[config.mk]
export PLATFORM = sky130hd
export DESIGN_NAME = gmii_frame_gen
export DESIGN_NICKNAME = d
export VERILOG_FILES = /design/src/rtl/gmii_frame_gen.sv
export SDC_FILE = /design/constraint.sdc
export NUM_CORES = 1
export LEC_CHECK = 0
export ABC_AREA = 0
export CORE_MARGIN = 2
export CORE_UTILIZATION = 55
export CTS_CLUSTER_DIAMETER = 100
export DETAILED_ROUTE_END_ITERATION = 12
export DONT_BUFFER_PORTS = 1
export GPL_TIMING_DRIVEN = 0
export HOLD_SLACK_MARGIN = 0.05
export PLACE_DENSITY = 0.78
export RECOVER_POWER = 25
export SETUP_SLACK_MARGIN = 0.05
export SLEW_MARGIN = 10
export SYNTH_ARGS = -nofsm -noshare
export SYNTH_HDL_FRONTEND = slang
export SYNTH_SLANG_ARGS = --single-unit
[constraint.sdc]
create_clock -name eth_clocks_rx -period 3.3 [get_ports eth_clocks_rx]
set_clock_uncertainty 0.05 [all_clocks]
set_input_delay 0.33 -clock eth_clocks_rx [delete_from_list [all_inputs] [get_ports eth_clocks_rx]]
set_output_delay 0.33 -clock eth_clocks_rx [all_outputs]
set_load 0.1 [all_outputs]
[src/rtl/gmii_frame_gen.sv]
// GMII receive-side frame generator: bursts of preamble/SFD/payload/FCS frames
// separated by a fixed inter-frame gap, with selectable payload pattern.
module gmii_frame_gen #(
  parameter int LEN_W      = 11,
  parameter int IFG_CYCLES = 12,
  parameter int CNT_W      = 16
) (
  input  logic             eth_clocks_rx,
  input  logic             eth_rst_n,
  input  logic             start,
  input  logic [LEN_W-1:0] len,
  input  logic [CNT_W-1:0] reps,
  input  logic [1:0]       mode,
  input  logic [7:0]       seed,
  input  logic             abort,
  output logic             eth_rx_dv,
  output logic [7:0]       eth_rx_data,
  output logic             busy,
  output logic             done,
  output logic [CNT_W-1:0] frame_cnt
);

  // state | meaning
  // IDLE  | waiting for an accepted start
  // PRE   | 7 preamble bytes 0x55
  // SFD   | start-of-frame delimiter 0xD5
  // PAY   | len payload bytes from the pattern generator
  // FCS   | 4 CRC-32 bytes, least-significant first
  // IFG   | IFG_CYCLES idle cycles, then next frame or IDLE
  typedef enum logic [2:0] {IDLE, PRE, SFD, PAY, FCS, IFG} state_t;

  localparam int CW = (LEN_W > 8) ? LEN_W : 8;
  localparam logic [31:0] CRC_INIT = 32'hFFFF_FFFF;

  state_t           state;
  logic [CW-1:0]    cnt;
  logic [LEN_W-1:0] len_r;
  logic [CNT_W-1:0] reps_r;
  logic [1:0]       mode_r;
  logic [7:0]       seed_r;
  logic [7:0]       pat;
  logic [7:0]       pat_nxt;
  logic [7:0]       seed_eff;
  logic [31:0]      crc;
  logic [31:0]      crc_nxt;
  logic [23:0]      fcs_sr;
  logic             abort_l;
  logic             accept;
  logic             stop_burst;

  function automatic logic [31:0] crc_upd(input logic [31:0] c, input logic [7:0] d);
    logic [31:0] r;
    r = c ^ {24'h0, d};
    for (int i = 0; i < 8; i++)
      r = r[0] ? ((r >> 1) ^ 32'hEDB8_8320) : (r >> 1);
    return r;
  endfunction

  always_comb begin
    seed_eff = (mode == 2'd2 && seed == 8'h00) ? 8'h01 : seed;
    case (mode_r)
      2'd1:    pat_nxt = pat + 8'd1;
      2'd2:    pat_nxt = {pat[6:0], pat[7] ^ pat[5] ^ pat[4] ^ pat[3]};
      default: pat_nxt = pat;
    endcase
    crc_nxt = crc_upd(crc, pat);
  end

  assign accept     = start && (len != '0) && (reps != '0);
  // frame_cnt already includes the frame just finished when IFG ends
  assign stop_burst = abort_l || abort || (frame_cnt >= reps_r);

  always_ff @(posedge eth_clocks_rx or negedge eth_rst_n) begin
    if (!eth_rst_n) begin
      state       <= IDLE;
      cnt         <= '0;
      len_r       <= '0;
      reps_r      <= '0;
      mode_r      <= 2'd0;
      seed_r      <= 8'h00;
      pat         <= 8'h00;
      crc         <= CRC_INIT;
      fcs_sr      <= '0;
      abort_l     <= 1'b0;
      eth_rx_dv   <= 1'b0;
      eth_rx_data <= 8'h00;
      busy        <= 1'b0;
      done        <= 1'b0;
      frame_cnt   <= '0;
    end else begin
      done <= 1'b0;
      if (state != IDLE && abort) abort_l <= 1'b1;
      case (state)
        IDLE: begin
          abort_l <= 1'b0;
          if (accept) begin
            len_r       <= len;
            reps_r      <= reps;
            mode_r      <= mode;
            seed_r      <= seed_eff;
            pat         <= seed_eff;
            crc         <= CRC_INIT;
            frame_cnt   <= '0;
            busy        <= 1'b1;
            cnt         <= CW'(6);
            eth_rx_dv   <= 1'b1;
            eth_rx_data <= 8'h55;
            state       <= PRE;
          end
        end
        PRE: begin
          if (cnt == '0) begin
            eth_rx_data <= 8'hD5;
            state       <= SFD;
          end else begin
            cnt <= cnt - 1'b1;
          end
        end
        SFD: begin
          cnt         <= CW'(len_r) - 1'b1;
          eth_rx_data <= pat;
          pat         <= pat_nxt;
          crc         <= crc_nxt;
          state       <= PAY;
        end
        PAY: begin
          if (cnt == '0) begin
            // crc already covers the last payload byte loaded one edge earlier
            eth_rx_data <= ~crc[7:0];
            fcs_sr      <= ~crc[31:8];
            cnt         <= CW'(3);
            state       <= FCS;
          end else begin
            cnt         <= cnt - 1'b1;
            eth_rx_data <= pat;
            pat         <= pat_nxt;
            crc         <= crc_nxt;
          end
        end
        FCS: begin
          if (cnt == '0) begin
            eth_rx_dv   <= 1'b0;
            eth_rx_data <= 8'h00;
            if (frame_cnt != '1) frame_cnt <= frame_cnt + 1'b1;
            cnt         <= CW'(IFG_CYCLES - 1);
            state       <= IFG;
          end else begin
            cnt         <= cnt - 1'b1;
            eth_rx_data <= fcs_sr[7:0];
            fcs_sr      <= fcs_sr >> 8;
          end
        end
        IFG: begin
          if (cnt == '0) begin
            if (stop_burst) begin
              busy    <= 1'b0;
              done    <= 1'b1;
              abort_l <= 1'b0;
              state   <= IDLE;
            end else begin
              pat         <= seed_r;
              crc         <= CRC_INIT;
              cnt         <= CW'(6);
              eth_rx_dv   <= 1'b1;
              eth_rx_data <= 8'h55;
              state       <= PRE;
            end
          end else begin
            cnt <= cnt - 1'b1;
          end
        end
        default: state <= IDLE;
      endcase
    end
  end

endmodule

# [Word level (Yosys, flattened, before mapping)]
# Cells that the tools add are included.
[op_classes] n_reduce_logical=27 n_eq_ne=21 bitwise_logic=14 muxes=63 order_cmp=1 addsub=4
[op_table] op="$mux 32" n=12
[op_table] op="$pmux 32 s4" n=1
[op_table] op="$not 13->14" n=8
[op_table] op="$mux 8" n=11
[op_table] op="$mux 11" n=6
[op_table] op="$pmux 11 s6" n=1
[op_table] op="$mux 16" n=3
[op_table] op="$mux 24" n=2
[op_table] op="$pmux 24 s2" n=1
[op_table] op="$pmux 8 s6" n=1
[op_table] op="$pmux 16 s2" n=1
[op_table] op="$pmux 8 s4" n=1
[op_table] op="$xor 32x8->32" n=1
[op_table] op="$not 24->24" n=1
[op_table] op="$ne 2x2->1 const B" n=11
[op_table] op="$sub 11x1->11 const B" n=2
[op_table] op="$reduce_and 5->1" n=4
[op_table] op="$pmux 3 s6" n=1
[op_table] op="$add 16x1->16 const B" n=1
[op_table] op="$ge 16x16->1" n=1
[op_table] op="$ne 16x16->1 const B" n=1
[op_table] op="$pmux 8 s2" n=1
[op_table] op="$reduce_bool 16->1" n=1
[op_table] op="$mux 3" n=5
[op_table] op="25 further kinds" n=52
[totals] register_bits=143

# [Depth between registers and ports, before layout]
# Gate-level depths: netlist of run 1.
[depth] ltp_word=19 mapped_depth=11 depth_no_buf=8

# [Worst setup path after synthesis of run 1]
# OpenSTA, ideal clock, no wires.
[synth_timing] kind="register -> register" start="register frame_cnt[1]" end="register crc[10]" path_buffers=1 arrival_ps=3030 setup_ps=82 required_ps=3168 path_stages_with_launch=9 slack_ps=138 synth_period_minus_slack_ps=3162 cell_sequence="dfrtp_1 -> ha_1 -> nor2b_1 -> o211a_1 -> o311ai_1 -> nand4_1 -> a22oi_2 -> buf_6 -> mux2_4"
[synth_between] elab_chain_len=4
[synth_lines] item="start, declared" line="20" rtl="output logic [CNT_W-1:0] frame_cnt"
[synth_lines] item="start signal, assigned" line="144" rtl="if (frame_cnt != '1) frame_cnt <= frame_cnt + 1'b1;"
[synth_lines] item="$ge 16x16->1" line="71" rtl="assign stop_burst = abort_l || abort || (frame_cnt >= reps_r);"
[synth_lines] item="$logic_or 1x1->1" line="71"
[synth_lines] item="$ne 2x2->1 (no source line)"
[synth_lines] item="$reduce_and 5->1 (no source line)"
[synth_lines] item="end signal, assigned" line="123" rtl="crc <= crc_nxt;"
[synth_lines] item="end signal, assigned" line="137" rtl="crc <= crc_nxt;"
[synth_lines] item="end, declared" line="44" rtl="logic [31:0] crc;"
# Every way passes these cells.
# A chain may end at the register's enable or synchronous reset.

# [Final worst setup path of run 1]
[layout_timing] start="register frame_cnt[1]" end="register cnt[3]"
[layout_between] elab_chain_len=4
[layout_lines] item="$ge 16x16->1" line="71"
[layout_lines] item="$logic_or 1x1->1" line="71"
[layout_lines] item="$ne 3x3->1 (no source line)"
[layout_lines] item="$reduce_and 4->1 (no source line)"
[layout_lines] item="end signal, assigned" line="116" rtl="cnt <= cnt - 1'b1;"
[layout_lines] item="end signal, assigned" line="120" rtl="cnt <= CW'(len_r) - 1'b1;"
[layout_lines] item="end signal, assigned" line="134" rtl="cnt <= cnt - 1'b1;"
[layout_lines] item="end, declared" line="36" rtl="logic [CW-1:0] cnt;"
# Every way passes these cells.

==> results of run 1 <==
-- kinds of logic (layout without fill, tap and decap cells) --
| logic type | after synthesis | after routing |
|---|---|---|
| mux | 66 | 66 |
| buf+inv | 82 | 151 |
| compound gates | 196 | 196 |
| flops | 143 | 143 |
| fa+ha+maj | 20 | 20 |
| xor+xnor | 85 | 85 |
| simple gates | 307 | 307 |
-- how the worst max path moves through the flow --
stage | slack [ns] | from | endpoint | cells after the start
CTS | 0.06 | frame_cnt[8]$_DFFE_PN0P_ | cnt[0]$_DFFE_PN0P_ | 9
global route | 0.05 | cnt[0]$_DFFE_PN0P_ | cnt[3]$_DFFE_PN0P_ | 9
detailed placement | -0.50 | frame_cnt[1]$_DFFE_PN0P_ | crc[4]$_DFFE_PN1P_ | 8
floorplan | 0.14 | frame_cnt[1]$_DFFE_PN0P_ | crc[10]$_DFFE_PN1P_ | 8
finish | 0.24 | frame_cnt[1]$_DFFE_PN0P_ | cnt[3]$_DFFE_PN0P_ | 8
global placement | -0.43 | frame_cnt[1]$_DFFE_PN0P_ | crc[9]$_DFFE_PN1P_ | 8
-- stage by stage --
| stage | instances | utilization | setup slack (ns) | hold WS (ns) | power (W) |
|---|---|---|---|---|---|
| global placement | 1087 | 0.577 | -0.433 | -0.0118 | 0.00843 |
| finish | 1156 | 0.645 | 0.239 | -0.456 | 0.0108 |
| detailed placement | 1087 | 0.577 | -0.499 | -0.0110 | 0.00855 |
| CTS | 1157 | 0.643 | 0.0590 | -0.465 | 0.0107 |
| global route | 1156 | 0.645 | 0.0504 | -0.476 | 0.0114 |
| floorplan | 899 | - | 0.138 | -0.0156 | 0.00752 |
-- power by group through the flow --
stage | logic, W | registers (W) | clock network [W]
3_5_place_dp | 0.00514 | 0.00341 | 0
2_1_floorplan | 0.00427 | 0.00325 | 0
6_report | 0.00539 | 0.00341 | 0.00200
5_1_grt | 0.00585 | 0.00348 | 0.00210
3_3_place_gp | 0.00504 | 0.00339 | 0
4_1_cts | 0.00530 | 0.00339 | 0.00201
-- sequential cells by signal, summed over array words and instances, names as in the netlist, 2 cells and up --
register and cells:
fcs_sr 24, mode_r 2, crc 32, cnt 11, frame_cnt 16, pat 8
eth_rx_data 8, state 3, len_r 11, reps_r 16, seed_r 8
-- worst max-delay path, cell delays in order, from the launching register on --
cell      delay (ns)
dfrtp_4         0.63
ha_1            0.40
nor2b_1         0.16
o211a_1         0.23
o311ai_4        0.34
and4_1          0.39
or2_0           0.14
buf_2           0.23
mux2_1          0.35
-- routing by layer --
metal,routed length (µm),track usage,part of all wire,vias to the layer above
met5,0,0,0,-
met4,778,0.107,0.034,0
met3,1870,0.0686,0.081,87
met2,10700,0.469,0.46,381
met1,9790,0.391,0.42,3579
li1,-,-,-,3286
-- layout make-up --
type | count | share of cell area
buffer | 48 | 0.0236
clock buffer | 23 | 0.0488
clock inverter | 9 | 0.0135
inverter | 33 | 0.0126
multi-input combinational | 674 | 0.467
sequential | 143 | 0.372
tap | 188 | 0.0240
timing repair buffer | 38 | 0.0383
-- what timing repair did --
action	in CTS	in global routing
hold endpoints to repair	179	143
resized for setup	16	7
endpoints found under the setup margin	58	38
setup buffers	2	0
cloned	0	0
pin swaps	1	0
-- cell usage in the layout (no fill, tap or decap), drive strengths merged, types with 7 or more instances in the layout --
| cell type | synthesis | layout |
|---|---|---|
| mux2i | 9 | 9 |
| xnor2 | 59 | 59 |
| inv | 32 | 32 |
| a22o | 8 | 8 |
| o31ai | 8 | 8 |
| o22ai | 7 | 7 |
| nor3 | 11 | 11 |
| a21oi | 35 | 35 |
| and3 | 9 | 9 |
| o21a | 7 | 7 |
| o21ai | 87 | 87 |
| nor2 | 40 | 40 |
| clkbuf | 35 | 57 |
| nand4 | 10 | 10 |
| or4 | 13 | 13 |
| mux2 | 57 | 57 |
| buf | 14 | 16 |
| nor4 | 11 | 11 |
| dfrtp | 111 | 111 |
| nand3 | 28 | 28 |
| dlygate4sd3 | 0 | 36 |
| nand2 | 160 | 160 |
| ha | 20 | 20 |
| xor2 | 25 | 25 |
| dfstp | 32 | 32 |
==> flow_summary.ini, run 1 <==
[timing]
drv_slew = 0
finalHoldViolCount = 143
hold_slack_ns = -0.456
tightest_slew_ns = 1.00
setup_tns_ns = 0
setup_viol = 0
fmax_ghz = 0.327
min_period_ns = 3.06
timing.final.crit_share = 0.927
slew_headroom = 0.326
rsz0062_at_grt = false

[grt]
overflow = 0
gr-usage-all-layers = 0.293
grt_pass1_wl_um = 37700
grt_pass1_vias = 7244
antenna_found_initial = 0
grt_max_degree = 144

[placement]
portBuffers = 0
placed_cell_area_um2 = 8770
place_congestion = 0.888
hpwl_um = 15600

[pwr]
power_switching_w = 0.00468
power_leakage_nw = 4.10
p_int_w = 0.00612
clkPwrFrac = 0.185
powerDensity_nw_per_um2 = 1100
irDropWorstVdd_uv = 853
swShare = 0.433
pwr-share-seq = 0.316
combPwrFrac = 0.499

[cells_and_area]
final_cell_area_um2 = 9800
fill_cells = 1185
layout-drive-gt1-share = 0.163
num_antenna_cells = 0
area_delta_synth_final_pct = 14.9
seq_area_um2 = 3650
nets = 1016
multi_input_area_um2 = 4580

[clocking]
cts_sinks = 143
tritoncts = done
holdBufCountCts = 36
ctsHtreeMaxLevel = 4
cts_buffers = 17
clk_pin_slew_worst_paths_ns = 0.06
cts_max_path_buffers = 2
insertion_delay_ns = 0.43
root_buffer = clkbuf_16

[synth]
synth_largest_area_cell = dfrtp_1
synth_top_family_by_area = simple AND/OR/NAND/NOR gates
syn_area_per_cell_um2 = 9.49
synth-xor-area-share = 0.0924
synth-simple-area-share = 0.169
synth_compound_area_frac = 0.145
yosysMostFrequentCell = nand2_1
synth_cell_types = 72
synth_fa_ha_area_frac = 0.0293
ys.flop_type = dfrtp_1
synth-edff-count = 0
synth_mux_area_frac = 0.0977
synth_area_um2 = 8530
synth_async_sr_flop_share = 1.00
ys_top_cells_by_count = 160 x nand2_1, 111 x dfrtp_1, 86 x o21ai_0
ys_ff_latch = 143
syn_inst = 899
ys_seq_area_frac = 0.424
synthesis.nets = 960
synth_warnings = 0
synth_area_leaders = dfrtp_1 33%, dfstp_2 9.9%, nand2_1 7.0%
synth_top_area_share = 0.326

[route]
ant_nets = 0
dr.first_iter.drc_count = 741
detailroute.via_count = 7333
drc_errors = 0
avgRoutedWirePerCell_um = 20.0
avgViaCountPerCell = 6.34
first_pass_iters = 5
wl_um = 23100

[floorplan]
dieArea_um2 = 16500
rows = 45
die_h_um = 129
coreArea_um2 = 15200
die_width_um = 129
pin_count = 68
initial_core_util = 0.561

[worst_setup_path]
path_class = reg2reg
required_ns = 3.56
reg2reg_from = frame_cnt[1]$_DFFE_PN0P_
crit_path_max_fanout = 10
crit_arrival_ns = 3.32
critPathLaunchType = flop
r2r_end = cnt[3]$_DFFE_PN0P_
rr_worst_depth = 8
critPathCaptureType = flop
r2r_slack_ns = 0.24

[outcome]
violations = hold timing
outcome = finished with violations

[hold_path]
hp-class = in2async

[job]
maxCapViolations = 0
(Power assumes the default switching activity.)
==> inputs of run 2 (changes only) <==
Settings changed: SETUP_SLACK_MARGIN 0.05 to 0.3.
==> flow_summary.ini, run 2 (synthesized netlist as in run 1, its figures left out) <==
[outcome]
outcome = finished with violations
violations = hold timing

[clocking]
insertion_delay_ns = 0.43
clk_pin_slew_worst_paths_ns = 0.06
cts_max_path_buffers = 2
root_buffer = clkbuf_16
ctsHtreeMaxLevel = 4
cts_sinks = 143
cts_buffers = 17
holdBufCountCts = 36
tritoncts = done

[worst_setup_path]
required_ns = 3.56
crit_path_max_fanout = 10
path_class = reg2reg
reg2reg_from = frame_cnt[0]$_DFFE_PN0P_
rr_worst_depth = 10
crit_arrival_ns = 3.20
critPathLaunchType = flop
slowest_delay_ns = 0.63
r2r_slack_ns = 0.36
r2r_end = cnt[0]$_DFFE_PN0P_
crit_chain = inv_1, ha_1, a31oi_1, nor2b_1, o311ai_4, and4_1, buf_2, or2_0, buf_4, mux2_1
critPathCaptureType = flop
critPathTopFamily = flip-flops
cp_num_buf_inv = 3
crit_slowest_cell = dfrtp_4

[cells_and_area]
num_antenna_cells = 0
final_util = 0.654
largest_reg_flops = 32
mostFrequentLayoutCell = nand2_1
top_regs = crc: 32 flops, fcs_sr: 24 flops
final_cell_mix = 160 x nand2_1, 95 x dfrtp_1, 86 x o21ai_0, 57 x xnor2_1, 39 x nor2_1
regMostFlops = crc
final_cells = 1160
nets = 1020
layout-drive-gt1-share = 0.178
area_delta_synth_final_pct = 16.5

[timing]
tightest_slew_ns = 0.960
timing.final.crit_share = 0.891
rsz0062_at_grt = false
slew_headroom = 0.360
setup_viol = 0
hold_slack_ns = -0.459
final.setup.worst_slack_ns = 0.358
drv_slew = 0
fmax_ghz = 0.340
finalHoldViolCount = 143
min_period_ns = 2.94

[route]
avgViaCountPerCell = 6.18
detailroute.via_count = 7173
wl_um = 23200
avgRoutedWirePerCell_um = 20.0
ant_nets = 0
drc_errors = 0
dr.first_iter.drc_count = 648
first_pass_iters = 5

[floorplan]
rows = 45
dieArea_um2 = 16500
initial_core_util = 0.561
die_h_um = 129
die_width_um = 129
pin_count = 68
coreArea_um2 = 15200

[pwr]
powerDensity_nw_per_um2 = 1090
power_switching_w = 0.00472
total_power_w = 0.0109
power_leakage_nw = 4.16
combPwrFrac = 0.501
clkPwrFrac = 0.185
p_int_w = 0.00614
pwr-share-seq = 0.314
irDropWorstVdd_uv = 1060
swShare = 0.434

[grt]
overflow = 0
gr-usage-all-layers = 0.293
grt_pass1_wl_um = 37600
antenna_found_initial = 0
grt_pass1_vias = 7137
grt_max_degree = 144

[placement]
hpwl_um = 15700
portBuffers = 0
dpl_worst_slack_ns = -0.299
dp.cells = 1087
place_congestion = 0.900

[hold_path]
hp-class = in2async

[job]
maxCapViolations = 0
[run 2: what timing repair did]
| action | 4_1_cts | 5_1_grt |
|---|---|---|
| pin swaps | 1 | 4 |
| endpoints found under the hold margin | 179 | 143 |
| setup endpoints to repair | 77 | 73 |
| setup buffers | 2 | 3 |
| gates resized for setup | 27 | 16 |
[run 2: power by group through the flow]
stage                     clock [W]  sequential, W  combinational [W]
after floorplan                   0        0.00325            0.00427
after global placement            0        0.00339            0.00502
after detailed placement          0        0.00341            0.00514
after CTS                   0.00202        0.00339            0.00529
after global routing        0.00211        0.00348            0.00592
final                       0.00201        0.00341            0.00543
[run 2: worst register-to-register path, stage by stage (launching register included)]
cell	delay, ns
dfrtp_4	0.63
inv_1	0.14
ha_1	0.32
a31oi_1	0.18
nor2b_1	0.11
o311ai_4	0.29
and4_1	0.27
buf_2	0.18
or2_0	0.12
buf_4	0.18
mux2_1	0.34
[run 2: stage by stage]
stage	setup TNS, ns	cell area (µm²)
2_1_floorplan	0	8540
3_3_place_gp	-9.31	8770
3_5_place_dp	-10.16	8770
4_1_cts	0	9830
5_1_grt	0	9940
6_report	0	9940
[run 2: area by class of cell]
cell class / count / area [µm²]
inverters: 33 / 124
repair buffers: 41 / 410
well taps: 188 / 235
flip-flops and latches: 143 / 3660
plain buffers: 49 / 241
multi-input cells: 674 / 4660
clock inverters: 13 / 161
fillers: 1149 / 5260
clock buffers: 19 / 443
[run 2: layer usage]
metal  vias up  wire (µm)  global-route usage
met5         -          0                   0
met1      3573      10300               0.405
met4         0        336              0.0774
met3        36       1530              0.0653
li1       3285          -                   -
met2       279      11000               0.472
[run 2: worst max-delay path by stage]
| stage | slack (ns) | endpoint | startpoint | cells past startpoint |
|---|---|---|---|---|
| 2_1_floorplan | 0.31 | crc[10]$_DFFE_PN1P_ | frame_cnt[3]$_DFFE_PN0P_ | 7 |
| 3_3_place_gp | -0.28 | crc[16]$_DFFE_PN1P_ | frame_cnt[3]$_DFFE_PN0P_ | 7 |
| 3_5_place_dp | -0.30 | crc[20]$_DFFE_PN1P_ | frame_cnt[3]$_DFFE_PN0P_ | 7 |
| 4_1_cts | 0.32 | crc[12]$_DFFE_PN1P_ | cnt[0]$_DFFE_PN0P_ | 10 |
| 5_1_grt | 0.26 | cnt[0]$_DFFE_PN0P_ | frame_cnt[0]$_DFFE_PN0P_ | 10 |
| 6_report | 0.36 | cnt[0]$_DFFE_PN0P_ | frame_cnt[0]$_DFFE_PN0P_ | 10 |
